===== config.mk =====
export PLATFORM = sky130hd
export DESIGN_NAME = load_store_unit
export DESIGN_NICKNAME = d
export VERILOG_FILES = /design/src/rtl/riscv_pkg.sv /design/src/rtl/lsu_load_align.sv /design/src/rtl/load_store_unit.sv
export SDC_FILE = /design/constraint.sdc
export NUM_CORES = 1
export LEC_CHECK = 0
export BUFFER_PORTS_ARGS = -buffer_cell sky130_fd_sc_hd__buf_2
export CAP_MARGIN = 15
export CELL_PAD_IN_SITES_DETAIL_PLACEMENT = 0
export CELL_PAD_IN_SITES_GLOBAL_PLACEMENT = 1
export CORE_MARGIN = 4
export CORE_UTILIZATION = 40
export CTS_CLUSTER_DIAMETER = 150
export DETAILED_ROUTE_END_ITERATION = 6
export GPL_TIMING_DRIVEN = 0
export HOLD_SLACK_MARGIN = 0.15
export PLACE_DENSITY = 0.9
export SYNTH_ARGS = -nofsm -noshare
export SYNTH_HDL_FRONTEND = slang
export SYNTH_HIERARCHICAL = 1
export SYNTH_SLANG_ARGS = --single-unit

===== constraint.sdc =====
create_clock -name clk -period 5.85 [get_ports clk]
set_input_delay 0.8775 -clock clk [delete_from_list [all_inputs] [get_ports clk]]
set_output_delay 0.8775 -clock clk [all_outputs]
set_load 0.02 [all_outputs]

===== src/rtl/riscv_pkg.sv =====
// riscv_pkg - shared RISC-V definitions for the core datapath.
//
// Holds the load/store funct3 encodings, the load/store unit state
// encoding, and small decode helpers shared by the LSU and its
// load-alignment sub-module.
package riscv_pkg;

    // Load/store funct3 encodings. Stores use the same low two bits
    // (byte/half/word/double) with bit 2 clear.
    localparam logic [2:0] F3_B  = 3'b000;
    localparam logic [2:0] F3_H  = 3'b001;
    localparam logic [2:0] F3_W  = 3'b010;
    localparam logic [2:0] F3_D  = 3'b011;
    localparam logic [2:0] F3_BU = 3'b100;
    localparam logic [2:0] F3_HU = 3'b101;
    localparam logic [2:0] F3_WU = 3'b110;

    // Load/store unit state encoding.
    typedef enum logic [1:0] {
        IDLE = 2'd0,
        REQ  = 2'd1,
        WAIT = 2'd2,
        RESP = 2'd3
    } lsu_state_e;

    // log2 of the access size in bytes; funct3[1:0] is b/h/w/d for
    // both loads and stores.
    function automatic logic [1:0] f3_size(input logic [2:0] f3);
        return f3[1:0];
    endfunction

    // Legal funct3 for a load (we=0) or store (we=1). The 64-bit-only
    // encodings (ld, lwu, sd) are legal only when is64 is set.
    function automatic logic f3_legal(input logic we, input logic [2:0] f3,
                                      input logic is64);
        logic ok;
        if (we) begin
            ok = (f3 == F3_B) || (f3 == F3_H) || (f3 == F3_W) ||
                 (is64 && (f3 == F3_D));
        end else begin
            case (f3)
                F3_B, F3_H, F3_W, F3_BU, F3_HU: ok = 1'b1;
                F3_D, F3_WU:                    ok = is64;
                default:                        ok = 1'b0;
            endcase
        end
        return ok;
    endfunction

endpackage


===== src/rtl/lsu_load_align.sv =====
// lsu_load_align - combinational load data alignment and extension.
//
// Shifts the addressed bytes of an aligned memory word down to bit 0 and
// sign- or zero-extends them to XLEN according to the load funct3.
//
// Ports:
//   rdata_i   [XLEN-1:0]  aligned word returned by data memory
//   off_i     [OFS-1:0]   byte offset of the access within the word
//   funct3_i  [2:0]       load funct3 (bit 2 set = zero-extend)
//   data_o    [XLEN-1:0]  extended load result
module lsu_load_align
    import riscv_pkg::*;
#(
    parameter int XLEN = 32
) (
    input  logic [XLEN-1:0]            rdata_i,
    input  logic [$clog2(XLEN/8)-1:0]  off_i,
    input  logic [2:0]                 funct3_i,
    output logic [XLEN-1:0]            data_o
);

    logic [XLEN-1:0] shifted;
    logic [XLEN-1:0] left;
    int              width;
    int              pad;

    // Extension is done by pushing the datum to the top of the word and
    // shifting it back down, arithmetically for signed loads. This keeps
    // the logic identical for every size including the full-width one.
    always_comb begin
        shifted = rdata_i >> {off_i, 3'b000};
        width   = 8 << f3_size(funct3_i);
        if (width > XLEN) begin
            width = XLEN;
        end
        pad  = XLEN - width;
        left = shifted << pad;
        if (funct3_i[2]) begin
            data_o = left >> pad;
        end else begin
            data_o = $signed(left) >>> pad;
        end
    end

endmodule


===== src/rtl/load_store_unit.sv =====
// load_store_unit - RV32I/RV64I load/store unit with a ready/valid port
// to a multi-cycle data memory.
//
// Decodes funct3, checks alignment, generates byte strobes and
// lane-replicated store data, and sign/zero-extends load data.
//
// Handshakes: a transfer happens on a rising edge where valid and ready
// are both high. req_ready is high only in IDLE; mem_valid, mem_addr,
// mem_we, mem_wstrb and mem_wdata are held stable from the first REQ
// cycle until the edge where mem_ready is seen. mem_rvalid is a one-cycle
// data strobe, honoured only in WAIT. resp_valid is a one-cycle pulse
// with no backpressure.
//
// Ports:
//   clk, reset                      clock, async active-high reset
//   req_valid/req_ready             request handshake from execute
//   req_we, req_funct3, req_addr,
//   req_wdata                       request payload
//   resp_valid, resp_err,
//   resp_rdata                      completion pulse and result
//   busy                            unit is not IDLE (PC stall)
//   mem_valid/mem_ready             memory request handshake
//   mem_we, mem_addr, mem_wstrb,
//   mem_wdata                       memory request payload
//   mem_rvalid, mem_rdata           memory read return
//   dbg_state                       current FSM state
module load_store_unit
    import riscv_pkg::*;
#(
    parameter int XLEN   = 32,
    parameter int ADDR_W = 32
) (
    input  logic               clk,
    input  logic               reset,
    input  logic               req_valid,
    output logic               req_ready,
    input  logic               req_we,
    input  logic [2:0]         req_funct3,
    input  logic [ADDR_W-1:0]  req_addr,
    input  logic [XLEN-1:0]    req_wdata,
    output logic               resp_valid,
    output logic               resp_err,
    output logic [XLEN-1:0]    resp_rdata,
    output logic               busy,
    output logic               mem_valid,
    input  logic               mem_ready,
    output logic               mem_we,
    output logic [ADDR_W-1:0]  mem_addr,
    output logic [XLEN/8-1:0]  mem_wstrb,
    output logic [XLEN-1:0]    mem_wdata,
    input  logic               mem_rvalid,
    input  logic [XLEN-1:0]    mem_rdata,
    output lsu_state_e         dbg_state
);

    localparam int   NB   = XLEN / 8;
    localparam int   OFS  = $clog2(NB);
    localparam logic IS64 = (XLEN == 64);

    // Registered request and result.
    lsu_state_e        state_q;
    logic              we_q;
    logic [2:0]        f3_q;
    logic [OFS-1:0]    off_q;
    logic [ADDR_W-1:0] addr_q;
    logic [NB-1:0]     wstrb_q;
    logic [XLEN-1:0]   wdata_q;
    logic [XLEN-1:0]   rdata_q;
    logic              err_q;

    // Values captured on accept.
    logic [OFS-1:0]    off_d;
    logic              ok_d;
    logic [ADDR_W-1:0] addr_d;
    logic [NB-1:0]     wstrb_d;
    logic [XLEN-1:0]   wdata_d;
    logic [NB-1:0]     size_mask;
    int                nbytes;

    logic [XLEN-1:0]   load_ext;

    always_comb begin
        nbytes = 1 << f3_size(req_funct3);
        // Only reachable for the illegal 32-bit double; keeps the mask in range.
        if (nbytes > NB) begin
            nbytes = NB;
        end
        size_mask = NB'((1 << nbytes) - 1);
        off_d     = req_addr[OFS-1:0];
        ok_d      = f3_legal(req_we, req_funct3, IS64) &&
                    ((int'(off_d) & (nbytes - 1)) == 0);
        addr_d    = {req_addr[ADDR_W-1:OFS], {OFS{1'b0}}};
        wstrb_d   = '0;
        wdata_d   = '0;
        if (req_we && ok_d) begin
            wstrb_d = size_mask << off_d;
            // Replicate the datum into every lane so the strobes alone
            // select which bytes memory writes.
            for (int i = 0; i < NB; i++) begin
                wdata_d[8*i +: 8] = req_wdata[8*(i & (nbytes - 1)) +: 8];
            end
        end
    end

    lsu_load_align #(
        .XLEN(XLEN)
    ) u_load_align (
        .rdata_i  (mem_rdata),
        .off_i    (off_q),
        .funct3_i (f3_q),
        .data_o   (load_ext)
    );

    always_ff @(posedge clk or posedge reset) begin
        if (reset) begin
            state_q <= IDLE;
            we_q    <= 1'b0;
            f3_q    <= '0;
            off_q   <= '0;
            addr_q  <= '0;
            wstrb_q <= '0;
            wdata_q <= '0;
            rdata_q <= '0;
            err_q   <= 1'b0;
        end else begin
            case (state_q)
                IDLE: begin
                    if (req_valid) begin
                        we_q    <= req_we;
                        f3_q    <= req_funct3;
                        off_q   <= off_d;
                        addr_q  <= addr_d;
                        wstrb_q <= wstrb_d;
                        wdata_q <= wdata_d;
                        rdata_q <= '0;
                        err_q   <= ~ok_d;
                        // Bad requests skip memory and respond at once.
                        state_q <= ok_d ? REQ : RESP;
                    end
                end
                REQ: begin
                    if (mem_ready) begin
                        state_q <= we_q ? RESP : WAIT;
                    end
                end
                WAIT: begin
                    if (mem_rvalid) begin
                        rdata_q <= load_ext;
                        state_q <= RESP;
                    end
                end
                RESP: begin
                    state_q <= IDLE;
                end
                default: begin
                    state_q <= IDLE;
                end
            endcase
        end
    end

    // Outputs are registers or decodes of state_q only; nothing from
    // req_* reaches mem_* without passing through a register.
    assign req_ready  = (state_q == IDLE);
    assign busy       = (state_q != IDLE);
    assign mem_valid  = (state_q == REQ);
    assign mem_we     = mem_valid & we_q;
    assign mem_addr   = addr_q;
    assign mem_wstrb  = wstrb_q;
    assign mem_wdata  = wdata_q;
    assign resp_valid = (state_q == RESP);
    assign resp_err   = resp_valid & err_q;
    assign resp_rdata = resp_valid ? rdata_q : '0;
    assign dbg_state  = state_q;

endmodule


==> results.md, run 1 <==
* Power Density at about 450 mW/mm^2
* Fin area at around 0.0074 mm^2
* Share of cells above drive strength 1 at between 30% and 40%
* Max cap viols at 0
* Port bufs at roughly 210
* Period utilization at 57.6%
* Final ANT Viol Nets at 0
* Worst-path maximum fanout at 10
* Filler cells at between 1000 and 1500
* Post-layout util at a little over half
* Clk Latency, worst-skew pair at about 340 ps
* Flop pwr share at 33.1%
* Final WS setup at 2480 ps
* Worst VDD drop at roughly 180 uV
* Synthesized flop and latch total at 107
* DRT Pass-1 Iters at 5
* Worst path cell trace: buf_2 > nor2_1 > inv_1 > clkbuf_1 > ha_1 > buf_2 > nor2b_1 > nor3_2 > buf_2 > a32o_1
* Comb power frac at about half
* Post-synth ARST share at 100%
* Post-synth top area share at between 40% and 50%
* CTS tree: done
* GRT Util Overall at between 20% and 30%
* Placed Area at ~0.007 mm^2
* Synth cell types at between 50 and 60
* Synth area leader: dfrtp_1
* Avg WL per Cell at 17.6 um
* Layout overhead on the synthesized area at 27.9%
* Row count at 43
* DR DRC count at 0
* CTS Hold Bufs at 0
* Starting density of the core at roughly two fifths
* Sw Share at between 40% and 50%
* DR vias at approximately 5200
* # IOs at 213
* Die Area at ~0.016 mm^2
* Via density at around 5.4
* Worst hold path class: reg -> reg
* Final #Nets at approximately 890
* Top cells by area, synth: dfrtp_1, mux2i_1, mux2_2
* WS Path Type: in -> reg
* Slew Limit Fails at 0
* Kind of cell adding the most delay to the critical path: buffers and inverters
* Syn Inst Count at 551
* Die Wd at approximately 130 um
* Placement Setup Slack at 2140 ps
* WL final at 16.9 mm
* Initial antenna violation count at 0
* Clk pwr share at around a fifth
* Part of the Yosys area used for sequential elements at a little under half
* Unrepaired setup endpoints after global routing: no
* Clk sinks at 107
* Syn avg cell area at 10.5 um^2
* First-pass GRT wire length at ~27 mm
* Post-CTS Setup Inserts at 0
* Internal at roughly 1.9 mW
* CP max stage cell: nor3_2
* Fin crit period at between 3000 and 4000 ps
* Hold Slack at just under 500 ps
* YS warnings at 6
* Post_cts resized at 0
* Leakage at 3.81 nW
* Diode count at 0
* CORE AREA at around 0.014 mm^2
* Post-synth EDFFs at 0
* Max Freq at between 200 and 300 MHz
* Gp weighted congestion at between 0.8 and 0.9
* Hold Violations, Final at 0
* Slew headroom at between 50 and 60%
* Max Buffers Root-to-Sink at 2
* Most used flip-flop cell after synthesis: dfrtp_1
* Pin count of the biggest net entering global routing at 75
* Worst Setup End Kind: register
* # setup viols final at 0
* Reg clk slew, reported paths at around 80 ps
* Buf/Inv on CP at 5
* CTS root buf: clkbuf_16
* Setup TNS Final at 0 ps
* Initial DRC count at between 300 and 400
* DP HPWL at 13.2 mm
* Worst path required time at slightly above 6000 ps
* Clock skew at between 6 and 7 ps
* # H-tree levels at 3
* Total grt overflow at 0
* CP arrival at around 3700 ps
* Vias in the first global route at around 5300
* Startpoint type of the worst setup path: input pin
* Sw Pwr at 1.42 mW
* Most common cell on crit path: buf_2
* Count leader, synth: dfrtp_1
* Status: finished clean
* Die Height at ~130 um
* Number of buffers created by CTS at 9
* CP max stage delay at roughly 460 ps
* Post-synth top cells: dfrtp_1, nand2_1, mux2i_1
* Synth Cell Area at roughly 0.0058 mm^2
* Worst slew pin tran at roughly 720 ps
power by group through the flow:
| stage | combinational, mW | sequential [mW] | clock (mW) |
|---|---|---|---|
| finish | 1.60 | 1.10 | 0.621 |
| global route | 1.74 | 1.13 | 0.667 |
| CTS | 1.60 | 1.10 | 0.638 |
| detailed placement | 1.59 | 1.11 | 0 |
| global placement | 1.54 | 1.09 | 0 |
| floorplan | 0.903 | 1.28 | 0 |
sequential cells by signal, summed over array words and instances (netlist names):
signal	cells
mem_wdata	32
rdata_q	32
mem_addr	30
mem_wstrb	4
f3_q	3
dbg_state	2
off_q	2
err_q	1
we_q	1
metal layers:
| layer | share of wire (%) | track usage, % | up-vias |
|---|---|---|---|
| met5 | 0 | 0 | - |
| met4 | 1.6 | 5.62 | 0 |
| li1 | - | - | 2447 |
| met2 | 48 | 33.1 | 224 |
| met3 | 7.7 | 4.25 | 25 |
| met1 | 43 | 26.6 | 2503 |
cells in the final DEF, fill, tap and decap left out, drive strengths merged, types with 4 or more instances in the layout:
cell | Yosys | layout
buf | 20 | 230
dfrtp | 107 | 107
nand2 | 58 | 58
mux2i | 42 | 42
a22o | 40 | 40
mux2 | 37 | 37
and2 | 34 | 34
clkbuf | 24 | 34
o21ai | 24 | 24
inv | 16 | 18
nor2 | 15 | 15
a211oi | 15 | 15
a21oi | 14 | 14
nor2b | 10 | 10
a32o | 8 | 8
ha | 7 | 7
o22ai | 7 | 7
o2bb2ai | 7 | 7
o311ai | 6 | 6
nand2b | 5 | 5
nand3 | 5 | 5
conb | 2 | 4
nor3 | 4 | 4
worst register-to-register path: cells and delay by family (launching register included):
family          cells  cell delay [ps]
compound gates      3              820
buf+inv             4              870
flops               1              430
simple gates        3              880
fa+ha+maj           1              310
path summary, 6_finish.rpt:
kind	cells after the start	to	from	slack [ps]
worst min-delay path	2	mem_wstrb[2]	mem_wstrb[2]	490
worst max-delay path	10	mem_wdata[31]	req_funct3[1]	2480
min in group asynchronous	2	rdata_q[31]	reset	550
worst max register to register	11	rdata_q[24]	f3_q[1]	2490
max in group asynchronous	3	mem_wdata[6]	reset	4580
worst min register to register	2	mem_wstrb[2]	mem_wstrb[2]	490
cell type report:
cell class,count,area (um^2),area share (%)
Multi-Input combinational cell,386,2850,38.5
Clock buffer,10,229,3.10
Clock inverter,6,73.8,0.998
Buffer,44,203,2.74
Tap cell,180,225,3.05
Sequential cell,107,2680,36.2
Inverter,16,62.6,0.846
Timing Repair Buffer,210,1070,14.5
cells by family (layout without fill, tap and decap cells):
group | Yosys count | count (layout) | share of synthesized area [%]
compound gates | 138 | 138 | 18.2
other cells | 2 | 4 | 0.130
mux | 80 | 80 | 14.9
buf+inv | 60 | 286 | 4.54
simple gates | 154 | 154 | 14.0
xor+xnor | 2 | 2 | 0.303
fa+ha+maj | 8 | 8 | 1.71
flops | 107 | 107 | 46.3
through the flow:
stage	instances	total power, mW
after detailed placement	943	2.69
after floorplan	553	2.18
final	959	3.32
after global routing	959	3.53
after global placement	942	2.63
after CTS	959	3.33
(Power assumes the default switching activity.)
==> run 2, diff against run 1 <==
--- a/config.mk
+++ b/config.mk
@@ -5,17 +5,18 @@
 export SDC_FILE = /design/constraint.sdc
 export NUM_CORES = 1
 export LEC_CHECK = 0
+export ABC_AREA = 1
 export BUFFER_PORTS_ARGS = -buffer_cell sky130_fd_sc_hd__buf_2
 export CAP_MARGIN = 15
 export CELL_PAD_IN_SITES_DETAIL_PLACEMENT = 0
 export CELL_PAD_IN_SITES_GLOBAL_PLACEMENT = 1
 export CORE_MARGIN = 4
-export CORE_UTILIZATION = 40
+export CORE_UTILIZATION = 33
 export CTS_CLUSTER_DIAMETER = 150
 export DETAILED_ROUTE_END_ITERATION = 6
 export GPL_TIMING_DRIVEN = 0
 export HOLD_SLACK_MARGIN = 0.15
-export PLACE_DENSITY = 0.9
+export PLACE_DENSITY = 0.83
 export SYNTH_ARGS = -nofsm -noshare
 export SYNTH_HDL_FRONTEND = slang
 export SYNTH_HIERARCHICAL = 1
==> constraint.sdc (replaced) <==
create_clock -name clk -period 2.75 [get_ports clk]
set_input_delay 0.4125 -clock clk [delete_from_list [all_inputs] [get_ports clk]]
set_output_delay 0.4125 -clock clk [all_outputs]
set_load 0.02 [all_outputs]
==> run 2 against run 1 <==
Net effect:
- highest routed layer is now met5
- non-clock buffer count rose by 25
- clock-buffer cell count shrank 1
- area after synthesis increased by 23%
- utilization decreased by 10 points
==> results.md, run 2 <==
* Status: finished clean (unchanged)
* Clk Latency, worst-skew pair at 370 ps (was 340 ps)
* Most used flip-flop cell after synthesis: dfrtp_1 (unchanged)
* Clk sinks at 107 (unchanged)
* Post-synth EDFFs at 0 (unchanged)
* Slew headroom at 60.8% (was 51.8%)
* Total grt overflow at 0 (unchanged)
* Max cap viols at 0 (unchanged)
* Worst hold path class: in -> reg (was reg -> reg)
* WL final at 22.8 mm (was 16.9 mm)
* Final WS setup at 203 ps (was 2480 ps)
* Clock skew at 14.7 ps (was 6.80 ps)
* Post-synth top cells: nand2_1, inv_1, dfrtp_1 (was dfrtp_1, nand2_1, mux2i_1)
* Final ANT Viol Nets at 0 (unchanged)
* Syn Inst Count at 1060 (was 551)
* Commonest cells after routing, fill and taps aside: nand2_1, buf_2, inv_1 (was buf_2, dfrtp_1, nand2_1)
* Row count at 53 (was 43)
* Setup TNS Final at 0 ps (unchanged)
* Die Area at 0.0239 mm^2 (was 0.0164 mm^2)
* Count leader, synth: nand2_1 (was dfrtp_1)
* YS warnings at 6 (unchanged)
* Layout overhead on the synthesized area at 26.5% (was 27.9%)
* Number of buffers created by CTS at 9 (unchanged)
* Syn avg cell area at 6.70 um^2 (was 10.5 um^2)
* Unrepaired setup endpoints after global routing: no (unchanged)
* Routed length on met3 at 1.52 mm (was 1.31 mm)
* Synth Cell Area at 0.00710 mm^2 (was 0.00578 mm^2)
* CP max stage delay at 420 ps (was 460 ps)
* Max Buffers Root-to-Sink at 2 (unchanged)
* Synthesized flop and latch total at 107 (unchanged)
* Max Freq at around 400 MHz
* Worst slew pin tran at 587 ps (was 721 ps)
* Pin count of the biggest net entering global routing at 39 (was 75)
* Worst path required time at 2990 ps (was 6140 ps)
* GRT Util Overall at 18.8% (was 20.0%)
* Power Density at 1040 mW/mm^2 (was 448 mW/mm^2)
* CTS tree: done (unchanged)
* Die Height at 155 um (was 128 um)
* Worst VDD drop at 500 uV (was 177 uV)
* Tot Pwr at 9.32 mW (was 3.32 mW)
* Hold Violations, Final at 0 (unchanged)
* Startpoint type of the worst setup path: register (was input pin)
* Avg WL per Cell at 14.5 um (was 17.6 um)
* Reg clk slew, reported paths at 90 ps (was 80 ps)
* Diode count at 0 (unchanged)
* Placement Setup Slack at -361 ps (was 2140 ps)
* Synth area leader: dfrtp_1 (unchanged)
* Hold Slack at 233 ps (was 487 ps)
* FF/Latch Area at 0.00268 mm^2 (about the same)
* DRT Pass-1 Iters at 4 (was 5)
* WS Path Type: reg -> reg (was in -> reg)
* Final #Nets at 1401 (was 886)
* CTS root buf: clkbuf_16 (unchanged)
* DP HPWL at 18.2 mm (was 13.2 mm)
* Part of the Yosys area used for sequential elements at 37.7% (was 46.3%)
* Synth cell types at 39 (was 58)
* Vias in the first global route at 7354 (was 5272)
* Initial DRC count at 448 (was 358)
* # IOs at 213 (unchanged)
* First-pass GRT wire length at 36.8 mm (was 26.8 mm)
* Post-layout util at 42.6% (was 52.7%)
* CP arrival at 2790 ps (was 3650 ps)
* Slew Limit Fails at 0 (unchanged)
* Share of cells above drive strength 1 at 26.0% (was 37.4%)
* Die Wd at 155 um (was 128 um)
* Period utilization at slightly above 90%
* # H-tree levels at 3 (unchanged)
* Top cells by area, synth: dfrtp_1, nand2_1, nand3_1 (was dfrtp_1, mux2i_1, mux2_2)
* DR DRC count at 0 (unchanged)
* CORE AREA at 0.0211 mm^2 (was 0.0140 mm^2)
* Buf/Inv on CP at 5 (unchanged)
* Area of the multi-input gates at 0.00362 mm^2 (was 0.00285 mm^2)
* Post-synth ARST share at 100% (unchanged)
* # setup viols final at 0 (unchanged)
* Fin crit period at 2550 ps
* Filler cells at 2348 (was 1292)
* DR vias at 7384 (was 5199)
* Kind of cell adding the most delay to the critical path: buffers and inverters (unchanged)
* Commonest non-fill, non-tap cell in the layout: nand2_1 (was buf_2)
* DR WL met2 at 11.4 mm (was 8.05 mm)
* Via density at 4.71 (was 5.42)
* Port bufs at 210 (was 209)
* Gp weighted congestion at 0.888 (was 0.894)
* Post-synth top area share at 37.7% (was 46.3%)
* Initial antenna violation count at 4 (was 0)
* CP max stage cell: dfrtp_2 (was nor3_2)
* Starting density of the core at 33.7% (was 41.2%)
* Leakage at 5.16 nW (was 3.81 nW)
* Worst-path maximum fanout at 10 (unchanged)
* Met1 WL at 9.42 mm (was 7.27 mm)
* Worst path cell trace: inv_1 > nand2_2 > buf_4 > clkbuf_4 > ha_2 > buf_4 > buf_4 > a21oi_1 > o21ai_0 > nand3_1 > nand2_1 > nand3_1 > nand2_1 > nand3_1 > o21ai_0 (was buf_2 > nor2_1 > inv_1 > clkbuf_1 > ha_1 > buf_2 > nor2b_1 > nor3_2 > buf_2 > a32o_1)
* Worst Setup End Kind: register (unchanged)
* Top layer in use: met5 (was met4)
-- run 2: routing by layer --
layer / vias up / track usage (%)
met3: 29 / 5.01
met2: 184 / 33.5
met1: 3401 / 22.6
met5: - / 0
met4: 8 / 4.58
li1: 3762 / -
-- run 2: metrics by stage --
| stage | area [um^2] | cells |
|---|---|---|
| after detailed placement | 8570 | 1550 |
| after global routing | 8980 | 1569 |
| after CTS | 8940 | 1569 |
| after global placement | 8510 | 1547 |
| after floorplan | 7110 | 1062 |
| final | 8980 | 1569 |
-- run 2: logic make-up (layout without fill, tap and decap cells) --
group / after synthesis / after routing / share of synthesized area [%]
buffers and inverters: 192 / 424 / 11.9
AND/OR/NAND/NOR: 614 / 614 / 38.0
AO/OA/AOI/OAI: 136 / 136 / 10.5
multiplexers: 1 / 1 / 0.141
other: 2 / 4 / 0.106
adder cells (fa/ha/maj): 7 / 7 / 1.23
flip-flops: 107 / 107 / 37.7
XOR/XNOR: 1 / 1 / 0.388
-- run 2: tightest hold or removal path: cells and delay by family --
kind	cells	cell delay (ps)
and+or+nand+nor	2	80
buffers and inverters	1	70
-- run 2: repair_timing --
action                     CTS  global route
hold buffers                 1             0
hold endpoints to repair    16             0
pin swaps                    1             2
resized for setup           11            17
buffers inserted             2             0
setup endpoints to repair   24            24
-- run 2: worst paths after layout --
check	slack, ps	cells past startpoint	start	endpoint
min in group asynchronous	580	3	reset	rdata_q[19]
max	200	15	f3_q[0]	rdata_q[17]
min reg2reg	480	2	mem_addr[9]	mem_addr[9]
max reg2reg	200	15	f3_q[0]	rdata_q[17]
min	230	3	req_addr[16]	mem_addr[16]
max in group asynchronous	1410	5	reset	mem_addr[17]
-- run 2: layout make-up --
type                            count  area share [%]
Buffer                             63            4.32
Clock buffer                        9            2.51
Clock inverter                      7            1.02
Inverter                          129            5.43
Multi-Input combinational cell    763            40.3
Sequential cell                   107            29.8
Tap cell                          275            3.83
Timing Repair Buffer              216            12.7
-- run 2: report_power, final --
part	switching (mW)	internal, mW	leakage, nW
sequential	0.302	2.06	1.42
clock	0.701	0.660	0.152
combinational	3.78	1.81	3.59
total	4.78	4.53	5.16
